$ cat src/rtl/uart_cmd_pkg.sv
// -----------------------------------------------------------------------------
// uart_cmd_pkg
//  Shared definitions for the UART command decoder: ASCII codes of the
//  recognised command bytes, the decoder FSM state type and the preset length.
//  No ports (package).
// -----------------------------------------------------------------------------
package uart_cmd_pkg;

  localparam logic [7:0] ASCII_R_UP = 8'h52;
  localparam logic [7:0] ASCII_R_LO = 8'h72;
  localparam logic [7:0] ASCII_C_UP = 8'h43;
  localparam logic [7:0] ASCII_C_LO = 8'h63;
  localparam logic [7:0] ASCII_M_UP = 8'h4D;
  localparam logic [7:0] ASCII_M_LO = 8'h6D;
  localparam logic [7:0] ASCII_S_UP = 8'h53;
  localparam logic [7:0] ASCII_S_LO = 8'h73;
  localparam logic [7:0] ASCII_CR   = 8'h0D;
  localparam logic [7:0] ASCII_LF   = 8'h0A;
  localparam logic [7:0] ASCII_SP   = 8'h20;
  localparam logic [7:0] ASCII_0    = 8'h30;
  localparam logic [7:0] ASCII_9    = 8'h39;

  // Number of decimal digits that make up one preset command.
  localparam int NUM_DIGITS = 4;

  typedef enum logic {
    IDLE   = 1'b0,
    DIGITS = 1'b1
  } cmd_state_e;

endpackage : uart_cmd_pkg

$ cat src/rtl/uart_cmd_decoder.sv
// -----------------------------------------------------------------------------
// uart_cmd_decoder
//  Turns received ASCII bytes into 1-cycle control pulses for the 0..9999
//  counter. Commands: R/r run-stop toggle, C/c clear, M/m mode, S/s followed
//  by exactly four decimal digits to load a preset. CR, LF and space are
//  ignored between commands; anything else raises cmd_error.
//  All outputs are registered: a pulse appears the cycle after its byte.
//
//  Optional macro UART_CMD_TIMEOUT_EN: aborts a partial preset with
//  cmd_error after TIMEOUT_CYCLES idle cycles. Undefined: waits forever.
//
//  Ports
//   clk            in   system clock
//   rst            in   asynchronous reset, active-high
//   rx_data[7:0]   in   received byte, qualified by rx_valid
//   rx_valid       in   one byte consumed per cycle while high
//   run_stop_pulse out  toggle run/stop
//   clear_pulse    out  clear counter
//   mode_pulse     out  change mode
//   preset_valid   out  preset_value has just been updated
//   preset_value   out  last decoded preset, held between presets
//   cmd_error      out  bad byte or timeout abort
// -----------------------------------------------------------------------------
module uart_cmd_decoder
  import uart_cmd_pkg::*;
#(
  parameter int VALUE_W        = 14,
  parameter int TIMEOUT_CYCLES = 100_000_000
) (
  input  logic               clk,
  input  logic               rst,
  input  logic [7:0]         rx_data,
  input  logic               rx_valid,
  output logic               run_stop_pulse,
  output logic               clear_pulse,
  output logic               mode_pulse,
  output logic               preset_valid,
  output logic [VALUE_W-1:0] preset_value,
  output logic               cmd_error
);

  localparam int DIG_W = $clog2(NUM_DIGITS);

  cmd_state_e         state, state_d;
  logic [VALUE_W-1:0] acc, acc_d;
  logic [DIG_W-1:0]   dig_cnt, dig_cnt_d;

  logic               run_stop_d, clear_d, mode_d, preset_valid_d, cmd_error_d;
  logic [VALUE_W-1:0] preset_value_d;

  logic               is_digit;
  logic               last_digit;
  logic [VALUE_W-1:0] acc_nxt;
  logic               tmo_expire;

  assign is_digit   = (rx_data >= ASCII_0) && (rx_data <= ASCII_9);
  assign last_digit = (dig_cnt == DIG_W'(NUM_DIGITS - 1));
  // acc*10 + digit; at most 999*10+9 = 9999, so VALUE_W never overflows.
  assign acc_nxt    = (acc << 3) + (acc << 1) + VALUE_W'(rx_data[3:0]);

`ifdef UART_CMD_TIMEOUT_EN
  localparam int TMO_W = $clog2(TIMEOUT_CYCLES);

  logic [TMO_W-1:0] tmo_cnt;

  // An arriving byte takes priority over expiry on the same cycle.
  assign tmo_expire = (state == DIGITS) && !rx_valid &&
                      (tmo_cnt == TMO_W'(TIMEOUT_CYCLES - 1));

  always_ff @(posedge clk or posedge rst) begin
    if (rst) begin
      tmo_cnt <= '0;
    end else if (state != DIGITS || rx_valid || tmo_expire) begin
      tmo_cnt <= '0;
    end else begin
      tmo_cnt <= tmo_cnt + 1'b1;
    end
  end
`else
  logic unused_timeout_cfg;

  assign tmo_expire         = 1'b0;
  assign unused_timeout_cfg = ^TIMEOUT_CYCLES;
`endif

  // State register: FSM, accumulator and all registered outputs.
  // NOTE: sequential state uses non-blocking (<=) so every register samples
  // pre-edge values; blocking here would create order-dependent simulation.
  always_ff @(posedge clk or posedge rst) begin
    if (rst) begin
      state          <= IDLE;
      acc            <= '0;
      dig_cnt        <= '0;
      run_stop_pulse <= 1'b0;
      clear_pulse    <= 1'b0;
      mode_pulse     <= 1'b0;
      preset_valid   <= 1'b0;
      preset_value   <= '0;
      cmd_error      <= 1'b0;
    end else begin
      state          <= state_d;
      acc            <= acc_d;
      dig_cnt        <= dig_cnt_d;
      run_stop_pulse <= run_stop_d;
      clear_pulse    <= clear_d;
      mode_pulse     <= mode_d;
      preset_valid   <= preset_valid_d;
      preset_value   <= preset_value_d;
      cmd_error      <= cmd_error_d;
    end
  end

  // Next-state logic: FSM transitions and accumulator/digit bookkeeping.
  // NOTE: every signal gets a default first so no path leaves it unassigned,
  // which would otherwise infer a latch.
  always_comb begin
    state_d   = state;
    acc_d     = acc;
    dig_cnt_d = dig_cnt;
    unique case (state)
      IDLE: begin
        if (rx_valid && (rx_data == ASCII_S_UP || rx_data == ASCII_S_LO)) begin
          state_d   = DIGITS;
          acc_d     = '0;
          dig_cnt_d = '0;
        end
      end
      DIGITS: begin
        if (rx_valid) begin
          if (is_digit && !last_digit) begin
            acc_d     = acc_nxt;
            dig_cnt_d = dig_cnt + 1'b1;
          end else begin
            // Completed preset or bad byte: the byte is consumed here and
            // never reinterpreted as a command.
            state_d   = IDLE;
            acc_d     = '0;
            dig_cnt_d = '0;
          end
        end else if (tmo_expire) begin
          state_d   = IDLE;
          acc_d     = '0;
          dig_cnt_d = '0;
        end
      end
      default: state_d = IDLE;
    endcase
  end

  // Output logic: next values of the registered pulses and preset.
  always_comb begin
    run_stop_d     = 1'b0;
    clear_d        = 1'b0;
    mode_d         = 1'b0;
    preset_valid_d = 1'b0;
    cmd_error_d    = 1'b0;
    preset_value_d = preset_value;
    unique case (state)
      IDLE: begin
        if (rx_valid) begin
          unique case (rx_data)
            ASCII_R_UP, ASCII_R_LO: run_stop_d = 1'b1;
            ASCII_C_UP, ASCII_C_LO: clear_d    = 1'b1;
            ASCII_M_UP, ASCII_M_LO: mode_d     = 1'b1;
            ASCII_S_UP, ASCII_S_LO,
            ASCII_CR, ASCII_LF, ASCII_SP: ;
            default:                cmd_error_d = 1'b1;
          endcase
        end
      end
      DIGITS: begin
        if (rx_valid) begin
          if (!is_digit) begin
            cmd_error_d = 1'b1;
          end else if (last_digit) begin
            preset_valid_d = 1'b1;
            preset_value_d = acc_nxt;
          end
        end else if (tmo_expire) begin
          cmd_error_d = 1'b1;
        end
      end
      default: cmd_error_d = 1'b0;
    endcase
  end

endmodule : uart_cmd_decoder

$ cat config.mk
export PLATFORM = sky130hd
export DESIGN_NAME = uart_cmd_decoder
export DESIGN_NICKNAME = d
export VERILOG_FILES = /design/src/rtl/uart_cmd_pkg.sv /design/src/rtl/uart_cmd_decoder.sv
export SDC_FILE = /design/constraint.sdc
export NUM_CORES = 1
export LEC_CHECK = 0
export ABC_CLOCK_PERIOD_IN_PS = 6400
export CAP_MARGIN = 15
export CORE_ASPECT_RATIO = 1.25
export CORE_MARGIN = 2
export CORE_UTILIZATION = 58
export DETAILED_ROUTE_END_ITERATION = 16
export PLACE_DENSITY = 0.88
export SYNTH_ARGS = -nofsm -noshare
export SYNTH_HDL_FRONTEND = slang
export SYNTH_SLANG_ARGS = --single-unit
$ cat constraint.sdc
create_clock -name clk -period 6.4 [get_ports clk]
set_clock_uncertainty 0.15 [all_clocks]
set_input_delay 0.96 -clock clk [delete_from_list [all_inputs] [get_ports clk]]
set_output_delay 0.96 -clock clk [all_outputs]
set_load 0.02 [all_outputs]
Yosys cells after proc, flatten, opt, wreduce, memory -nomap -nowiden. Index checks and enable logic that the tools add are counted.

Equal/unequal tests: 14. Multiply operators: 0. Div/mod/pow operators: 0. Shift-type cells: 0. Multiplexer cells: 30. $lt $le $gt $ge: 2. Reductions and logical operators: 11. Add/sub/neg operators: 3. Bitwise logic cells: 1.

Operators by type and width (count): $eq A8 B7 Y1 const B (8); $mux W13 (3); $pmux W13 S2 (1); $mux W1 (20); $eq A8 B4 Y1 const B (2); $add A14 B14 Y14 (1); $add A14 B4 Y14 (1); $reduce_or A11 Y1 (1); $eq A8 B6 Y1 const B (1); $ge A8 B6 Y1 const B (1); $le A8 B6 Y1 const B (1); $mux W2 (3); $reduce_or A2 Y1 (3); $ne A2 B2 Y1 const B (2); $pmux W1 S2 (2); $pmux W2 S2 (1); $reduce_and A4 Y1 (1); $logic_and A1 B1 Y1 (3); $add A2 B1 Y2 const B (1); $eq A2 B2 Y1 const B (1); $reduce_and A2 Y1 (1); $logic_not A1 Y1 (1); $logic_or A1 B1 Y1 (1); $not A1 Y1 (1).

Input port bits: 11. Bits in latches: 0. Memories: 0. ROM bits: 0. Bits in writable memories: 0. Output and inout port bits: 19. Bits in registers: 35.

Logic depth before layout (Yosys ltp). Gate-level depths: netlist (run 1).

Word-level depth: 6. Gate-level depth with buffers: 9. Depth with buffers taken out: 9.

Worst setup path before layout (run 1). OpenSTA, ideal clock, no wires.

Kind: input to register. Start point: input rx_data[3]. End point: register acc[11]. Path slack: 3251 ps. Stages on the path: 9. Arrival: 2877 ps. Buffers on the path: 0. Path through: inv_1 > fa_1 > inv_1 > ha_1 > a21o_1 > nand3_1 > a21oi_1 > or3_1 > a32o_1.

Word-level cells in the longest chain between the ends: 6. Elaborated cells between the ends (all ways): 14.

RTL lines: start: declaration (RTL line uart_cmd_decoder.sv:32) `input logic [7:0] rx_data,`; parallel branches: the longest is 6 deep, another holds $add A14 B4 Y14; end signal: assignment (RTL line uart_cmd_decoder.sv:92) `acc <= '0;`; end signal: assignment (RTL line uart_cmd_decoder.sv:102) `acc <= acc_d;`; end: declaration (RTL line uart_cmd_decoder.sv:45) `logic [VALUE_W-1:0] acc, acc_d;`.

Several ways; the timed one is not identified. The select of a mux whose other input is x is not followed. A chain may end at the register's enable or synchronous reset.

Worst setup path after layout (run 1).
Start point: input rx_data[3]. End point: register acc[9].

The elaborated chain is that of the path after synthesis.

==> results.yml, run 1 <==
status:
  status: "finished, final reports clean"
power:
  ir_drop_mv: 0.168
  p_per_area_nw_per_um2: 170
  cellLeakagePower_nw: 1.27
finish:
  syn_to_final_growth_pct: 19.1
  fin_nets: 268
  post-route-util: 0.721
  antenna_cells: 0
  ff_latch_area_um2: 876
  drive_above_1_share: 0.0987
  nFillCells: 256
  finalNonFillerCells: 272
  multi_input_area_um2: 1170
  fin_area_um2: 2510
timing:
  finalWorstSetupSlack_ns: 2.85
  maxSlewHeadroom: 0.289
  finalHoldViolCount: 0
  setup_viol: 0
  min_period_ns: 3.55
  tns_ns: 0
  fin_crit_sh: 0.554
  tightestPinTransition_ns: 1.06
  grt_setup_unrepaired: "no"
  drv_slew: 0
  max_freq_mhz: 282
worst_setup_path:
  worstPathMaxFanout: 4
  crit_path_end_kind: "flip-flop"
  path_cells: "clkdlybuf4s50_1 -> inv_1 -> fa_1 -> inv_1 -> ha_1 -> a21o_1 -> nand3_1 -> a21oi_1 -> or3_1 -> a32o_1"
  critPathMaxStageDelay_ns: 0.60
  start_kind: "primary input"
  path_class: "primary input to flip-flop"
  crit_slowest_cell: "fa_1"
  crit_buf_inv: 3
  crit_top_cell: "inv_1"
  cpLargestDelayFamily: "adder cells"
  worst-endpoint-required_ns: 6.43
  arrival_ns: 3.57
global_route:
  antenna_found_initial: 0
  grtUsageTotal: 0.232
  grt_max_degree: 36
  grt_pass1_wl_um: 7440
  grt_pass1_vias: 1666
  gr-total-overflow: 0
synthesis:
  synth-seq-cells: 35
  yosys_warnings: 0
  yosysTopAreaCell: "dfrtp_1"
  yosys-top-cells-area: "dfrtp_1 42%, ha_1 14%, nand2_1 4.1%"
  synthArstFlopShare: 1.00
  syn-cell-area_um2: 2110
  synth_edf_count: 0
  seq_area_frac_synth: 0.415
  synthFlopType: "dfrtp_1"
  avgSynthCellArea_um2: 10.6
  netlist_instances: 199
  post_synth_num_cell_types: 43
  netlist.area_leader.share: 0.415
  syn-num-nets: 235
detailed_routing:
  firstDrtPassIters: 4
  wirelength_um: 4330
  routed-via-count: 1650
  routedWlPerCell_um: 15.9
  ant_nets: 0
  drt-vias-per-instance: 6.07
  first_iter_violations: 81
  drc_errors: 0
die:
  start_util: 0.606
  die_x_um: 57.9
  core_um2: 3480
  die_h_um: 71.4
  ioPinCount: 30
  dieArea_um2: 4140
  num_rows: 24
clock_tree:
  ctsHoldBuffers: 0
  cts.clk_slew.worst_paths_ns: 0.07
  h-tree-depth: 2
  clk_root_buffer_cell: "clkbuf_8"
  clk_latency_ns: 0.29
  cts_buffer_depth: 2
  cts_made_buffers: 5
  cts_sinks: 35
  cts_tree: "yes"
  cts_resized: 0
  post-cts-setup-buffer-count: 0
placement:
  dp_cells: 264
  dp_hpwl_um: 3100
  gp_congestion: 0.842
  portBuffers: 29
  place_ws_ns: 2.57
  place_area_um2: 2430
run:
  maxCapViolCount: 0
min_path:
  hold_class: "flip-flop to flip-flop"
==> cell usage in the layout, fill, tap and decap left out, types with 2 or more instances in the layout <==
| cell | instances |
|---|---|
| nor3_1 | 2 |
| nand3_1 | 3 |
| nand2_1 | 23 |
| a31o_2 | 5 |
| inv_1 | 10 |
| or3_1 | 4 |
| clkbuf_8 | 5 |
| clkbuf_1 | 2 |
| nand4_1 | 2 |
| nand3b_1 | 3 |
| nor2_1 | 7 |
| a22o_1 | 9 |
| mux2_2 | 6 |
| o21ai_0 | 8 |
| nand2b_1 | 3 |
| clkdlybuf4s50_1 | 29 |
| fa_1 | 2 |
| xor2_1 | 3 |
| ha_1 | 23 |
| xnor2_1 | 4 |
| nand4b_1 | 2 |
| and2_1 | 4 |
| dfrtp_1 | 35 |
| a21oi_1 | 12 |
| a32o_1 | 4 |
| a21o_1 | 4 |
==> power breakdown <==
group,switching [mW],internal (mW)
combinational,0.0252,0.0190
sequential,0.00292,0.225
clock,0.0783,0.0763
==> cell families (layout without fill, tap and decap cells) <==
kind of cell,after synthesis,count (layout),share of synthesized area
simple gates,61,61,0.155
compound gates,51,51,0.184
flops,35,35,0.415
fa+ha+maj,25,25,0.155
buf+inv,14,48,0.0297
xor+xnor,7,7,0.0291
mux,6,6,0.0320
==> metrics by stage <==
stage | power (mW) | hold slack, ns
6_report | 0.427 | 0.336
5_1_grt | 0.443 | 0.364
4_1_cts | 0.430 | 0.341
3_5_place_dp | 0.276 | 0.319
3_3_place_gp | 0.275 | 0.310
2_1_floorplan | 0.257 | 0.320
==> cell usage after synthesis, types with 2 or more instances <==
| library cell | number |
|---|---|
| dfrtp_1 | 35 |
| ha_1 | 23 |
| nand2_1 | 23 |
| a21oi_1 | 12 |
| inv_1 | 10 |
| a22o_1 | 9 |
| o21ai_0 | 8 |
| nor2_1 | 7 |
| mux2_2 | 6 |
| a31o_2 | 5 |
| a21o_1 | 4 |
| a32o_1 | 4 |
| and2_1 | 4 |
| or3_1 | 4 |
| xnor2_1 | 4 |
| nand2b_1 | 3 |
| nand3_1 | 3 |
| nand3b_1 | 3 |
| xor2_1 | 3 |
| buf_2 | 2 |
| fa_1 | 2 |
| nand4_1 | 2 |
| nand4b_1 | 2 |
| nor3_1 | 2 |
==> path summary, 6_finish.rpt <==
path / start / end / slack [ns] / cells after the start
hold / removal: preset_value[1]$_DFFE_PP0P_ / preset_value[1]$_DFFE_PP0P_ / 0.34 / 2
setup / recovery: rx_data[3] / acc[9]$_DFFE_PP0P_ / 2.85 / 10
setup reg to reg: acc[3]$_DFFE_PP0P_ / acc[9]$_DFFE_PP0P_ / 3.75 / 7
hold reg to reg: preset_value[1]$_DFFE_PP0P_ / preset_value[1]$_DFFE_PP0P_ / 0.34 / 2
max in group asynchronous: rst / acc[0]$_DFFE_PP0P_ / 4.86 / 3
min in group asynchronous: rst / preset_value[13]$_DFFE_PP0P_ / 0.92 / 3
==> worst register-to-register path: stages, from the launching register on <==
cell and delay [ns]:
dfrtp_1 0.42, ha_1 0.31, ha_1 0.39, and2_4 0.21
a221oi_4 0.32, a21oi_1 0.12, or3_1 0.34, a32o_1 0.27
==> metal layers <==
layer | vias up | track usage | share of wire | wire length [µm]
li1 | 800 | - | - | -
met1 | 804 | 0.281 | 0.43 | 1860
met2 | 40 | 0.409 | 0.51 | 2190
met3 | 6 | 0.0379 | 0.051 | 220
met4 | 0 | 0.0879 | 0.013 | 58
met5 | - | 0 | 0 | 0
==> flip-flops by register name (all words and copies together), names as in the netlist <==
signal	flops
acc	13
clear_pulse	1
cmd_error	1
dig_cnt	2
mode_pulse	1
preset_valid	1
preset_value	14
run_stop_pulse	1
state	1
==> area by class of cell <==
type                            count  share of cell area
Clock inverter                      1             0.00199
Clock buffer                        7              0.0304
Inverter                           10              0.0149
Multi-Input combinational cell    150               0.466
Sequential cell                    35               0.349
Tap cell                           39              0.0194
Timing Repair Buffer               30               0.119
Note: power is estimated with default switching activity, not from simulation.
==> inputs of run 2 (changes only) <==
--- a/config.mk
+++ b/config.mk
@@ -5,13 +5,13 @@
 export SDC_FILE = /design/constraint.sdc
 export NUM_CORES = 1
 export LEC_CHECK = 0
-export ABC_CLOCK_PERIOD_IN_PS = 6400
+export ABC_CLOCK_PERIOD_IN_PS = 3250
 export CAP_MARGIN = 15
 export CORE_ASPECT_RATIO = 1.25
 export CORE_MARGIN = 2
-export CORE_UTILIZATION = 58
+export CORE_UTILIZATION = 49
 export DETAILED_ROUTE_END_ITERATION = 16
-export PLACE_DENSITY = 0.88
+export PLACE_DENSITY = 0.8
 export SYNTH_ARGS = -nofsm -noshare
 export SYNTH_HDL_FRONTEND = slang
 export SYNTH_SLANG_ARGS = --single-unit
==> constraint.sdc (replaced) <==
create_clock -name clk -period 3.25 [get_ports clk]
set_clock_uncertainty 0.15 [all_clocks]
set_input_delay 0.4875 -clock clk [delete_from_list [all_inputs] [get_ports clk]]
set_output_delay 0.4875 -clock clk [all_outputs]
set_load 0.02 [all_outputs]
==> run 2 against run 1 <==
- cell count rose by 8.1%
- count of clock-buffer cells in the layout rose by 1
- wire length rose by 1.0%
- worst hold slack got worse by 0.015 ns
- die area rose by 17%
- via count fell by 0.91%
- register-to-register slack got worse by 3.1 ns
- sequential cell count did not move
- global-route usage fell by 2.8 points
- clock power rose by 130%
- critical path type unchanged
- highest routed layer unchanged
==> results.yml, run 2 (same netlist as run 1, synthesis figures left out) <==
detailed_routing:
  ant_nets: 0
  routedWlPerCell_um: 14.9
  drc_errors: 0
  routed-via-count: 1635
  first_iter_violations: 83
  firstDrtPassIters: 4
  drt-vias-per-instance: 5.56
  wirelength_um: 4370
worst_setup_path:
  crit_buf_inv: 3
  r2r-start: "acc[0]$_DFFE_PP0P_"
  start_kind: "primary input"
  worstPathMaxFanout: 4
  path_cells: "clkdlybuf4s50_1 -> inv_1 -> fa_1 -> inv_1 -> ha_1 -> a21o_1 -> nand3_1 -> a21oi_1 -> or3_1 -> a32o_1"
  crit_path_end_kind: "flip-flop"
  crit_start: "rx_data[3]"
  critPathMaxStageDelay_ns: 0.59
  crit_top_cell: "inv_1"
  crit_slowest_cell: "fa_1"
  cpLargestDelayFamily: "adder cells"
  arrival_ns: 3.04
  path_class: "primary input to flip-flop"
  worst-endpoint-required_ns: 3.27
clock_tree:
  cts_made_buffers: 5
  cts.clk_slew.worst_paths_ns: 0.06
  clk_root_buffer_cell: "clkbuf_8"
  h-tree-depth: 2
  ctsHoldBuffers: 0
  cts_resized: 0
  clk_latency_ns: 0.29
  cts_buffer_depth: 2
  cts_tree: "yes"
  post-cts-setup-buffer-count: 0
  cts_sinks: 35
placement:
  place_area_um2: 2490
  portBuffers: 29
  dp_hpwl_um: 3210
  dp_cells: 286
  gp_congestion: 0.867
global_route:
  antenna_found_initial: 0
  grt_pass1_vias: 1691
  grt_max_degree: 36
  grtUsageTotal: 0.204
  grt_pass1_wl_um: 7780
  gr-total-overflow: 0
die:
  num_rows: 26
  ioPinCount: 30
  die_h_um: 77.4
  dieArea_um2: 4850
  die_x_um: 62.7
  start_util: 0.515
  core_um2: 4100
finish:
  antenna_cells: 0
  reg_top3: "preset_value x14, acc x13, dig_cnt x2"
  regMostFlops: "preset_value"
  mostFrequentLayoutCell: "dfrtp_1"
  layout_common_cells: "35 x dfrtp_1, 29 x clkdlybuf4s50_1, 23 x nand2_1, 23 x ha_1, 12 x a21oi_1"
  nFillCells: 355
  finalNonFillerCells: 294
  fin_nets: 273
  drive_above_1_share: 0.122
  fin_area_um2: 2590
  syn_to_final_growth_pct: 22.8
  largest_register_ff_count: 14
timing:
  grt_setup_unrepaired: "no"
  tightestPinTransition_ns: 0.515
  min_period_ns: 3.01
  fin_crit_sh: 0.928
  maxSlewHeadroom: 0.656
  setup_viol: 0
  drv_slew: 0
  finalHoldViolCount: 0
  max_freq_mhz: 332
  finalHoldWorstSlack_ns: 0.321
power:
  power_frac_seq: 0.504
  ir_drop_mv: 0.236
  power.total_uw: 889
  p_switching_uw: 213
  intPower_uw: 676
  switching_share: 0.240
  cellLeakagePower_nw: 1.31
  clkPwrFrac: 0.396
  p_per_area_nw_per_um2: 343
  pwr-share-comb: 0.099
run:
  maxCapViolCount: 0
min_path:
  min_from: "preset_value[2]$_DFFE_PP0P_"
  hold_class: "flip-flop to flip-flop"
status:
  status: "finished, final reports clean"
run 2: cell types whose count changed in the layout (fill, tap and decap cells not counted):
| cell | previous run | this run |
|---|---|---|
| buf_4 | 1 | 6 |
| clkbuf_1 | 2 | 1 |
| clkbuf_8 | 5 | 7 |
| clkinv_2 | 1 | 0 |
run 2: power groups by stage:
stage,clock network (mW),registers [mW],logic [mW]
CTS,0.359,0.448,0.0902
detailed placement,0,0.457,0.0893
global route,0.377,0.449,0.0997
global placement,0,0.457,0.0883
floorplan,0,0.458,0.0474
finish,0.352,0.448,0.0884
run 2: cell type report:
cell class / count / area, µm² / share of cell area
Clock buffer: 8 / 100 / 0.0386
Timing Repair Buffer: 35 / 335 / 0.129
Tap cell: 56 / 70.1 / 0.0271
Inverter: 10 / 37.5 / 0.0145
Sequential cell: 35 / 876 / 0.338
Multi-Input combinational cell: 150 / 1170 / 0.452
run 2: layer usage:
layer  global-route usage  part of all wire  up-vias
met4               0.0844             0.015        0
met5                    0                 0        -
li1                     -                 -      815
met3               0.0536             0.054        7
met1                0.245              0.44      770
met2                0.346              0.49       43
run 2: worst reg2reg max path: stages (launching register included):
cell	delay [ns]
dfrtp_1	0.38
inv_1	0.07
fa_1	0.55
inv_1	0.06
ha_1	0.28
a21o_1	0.17
nand3_1	0.16
a21oi_1	0.10
or3_1	0.33
a32o_1	0.27
run 2: metrics by stage:
| stage | worst slack [ns] | TNS [ns] | util |
|---|---|---|---|
| 2_1_floorplan | 0.574 | 0 | - |
| 3_3_place_gp | -0.0563 | -0.240 | 0.607 |
| 3_5_place_dp | -0.0810 | -0.390 | 0.607 |
| 4_1_cts | 0.229 | 0 | 0.632 |
| 5_1_grt | 0.0839 | 0 | 0.632 |
| 6_report | 0.235 | 0 | 0.632 |
run 2: path summary, 6_finish.rpt:
kind | to | slack, ns | cells after the start
hold reg to reg | preset_value[2]$_DFFE_PP0P_ | 0.32 | 2
setup / recovery | acc[9]$_DFFE_PP0P_ | 0.24 | 10
hold / removal | preset_value[2]$_DFFE_PP0P_ | 0.32 | 2
setup reg to reg | acc[9]$_DFFE_PP0P_ | 0.63 | 9
min in group asynchronous | clear_pulse$_DFF_PP0_ | 0.44 | 3
max in group asynchronous | acc[1]$_DFFE_PP0P_ | 2.20 | 3
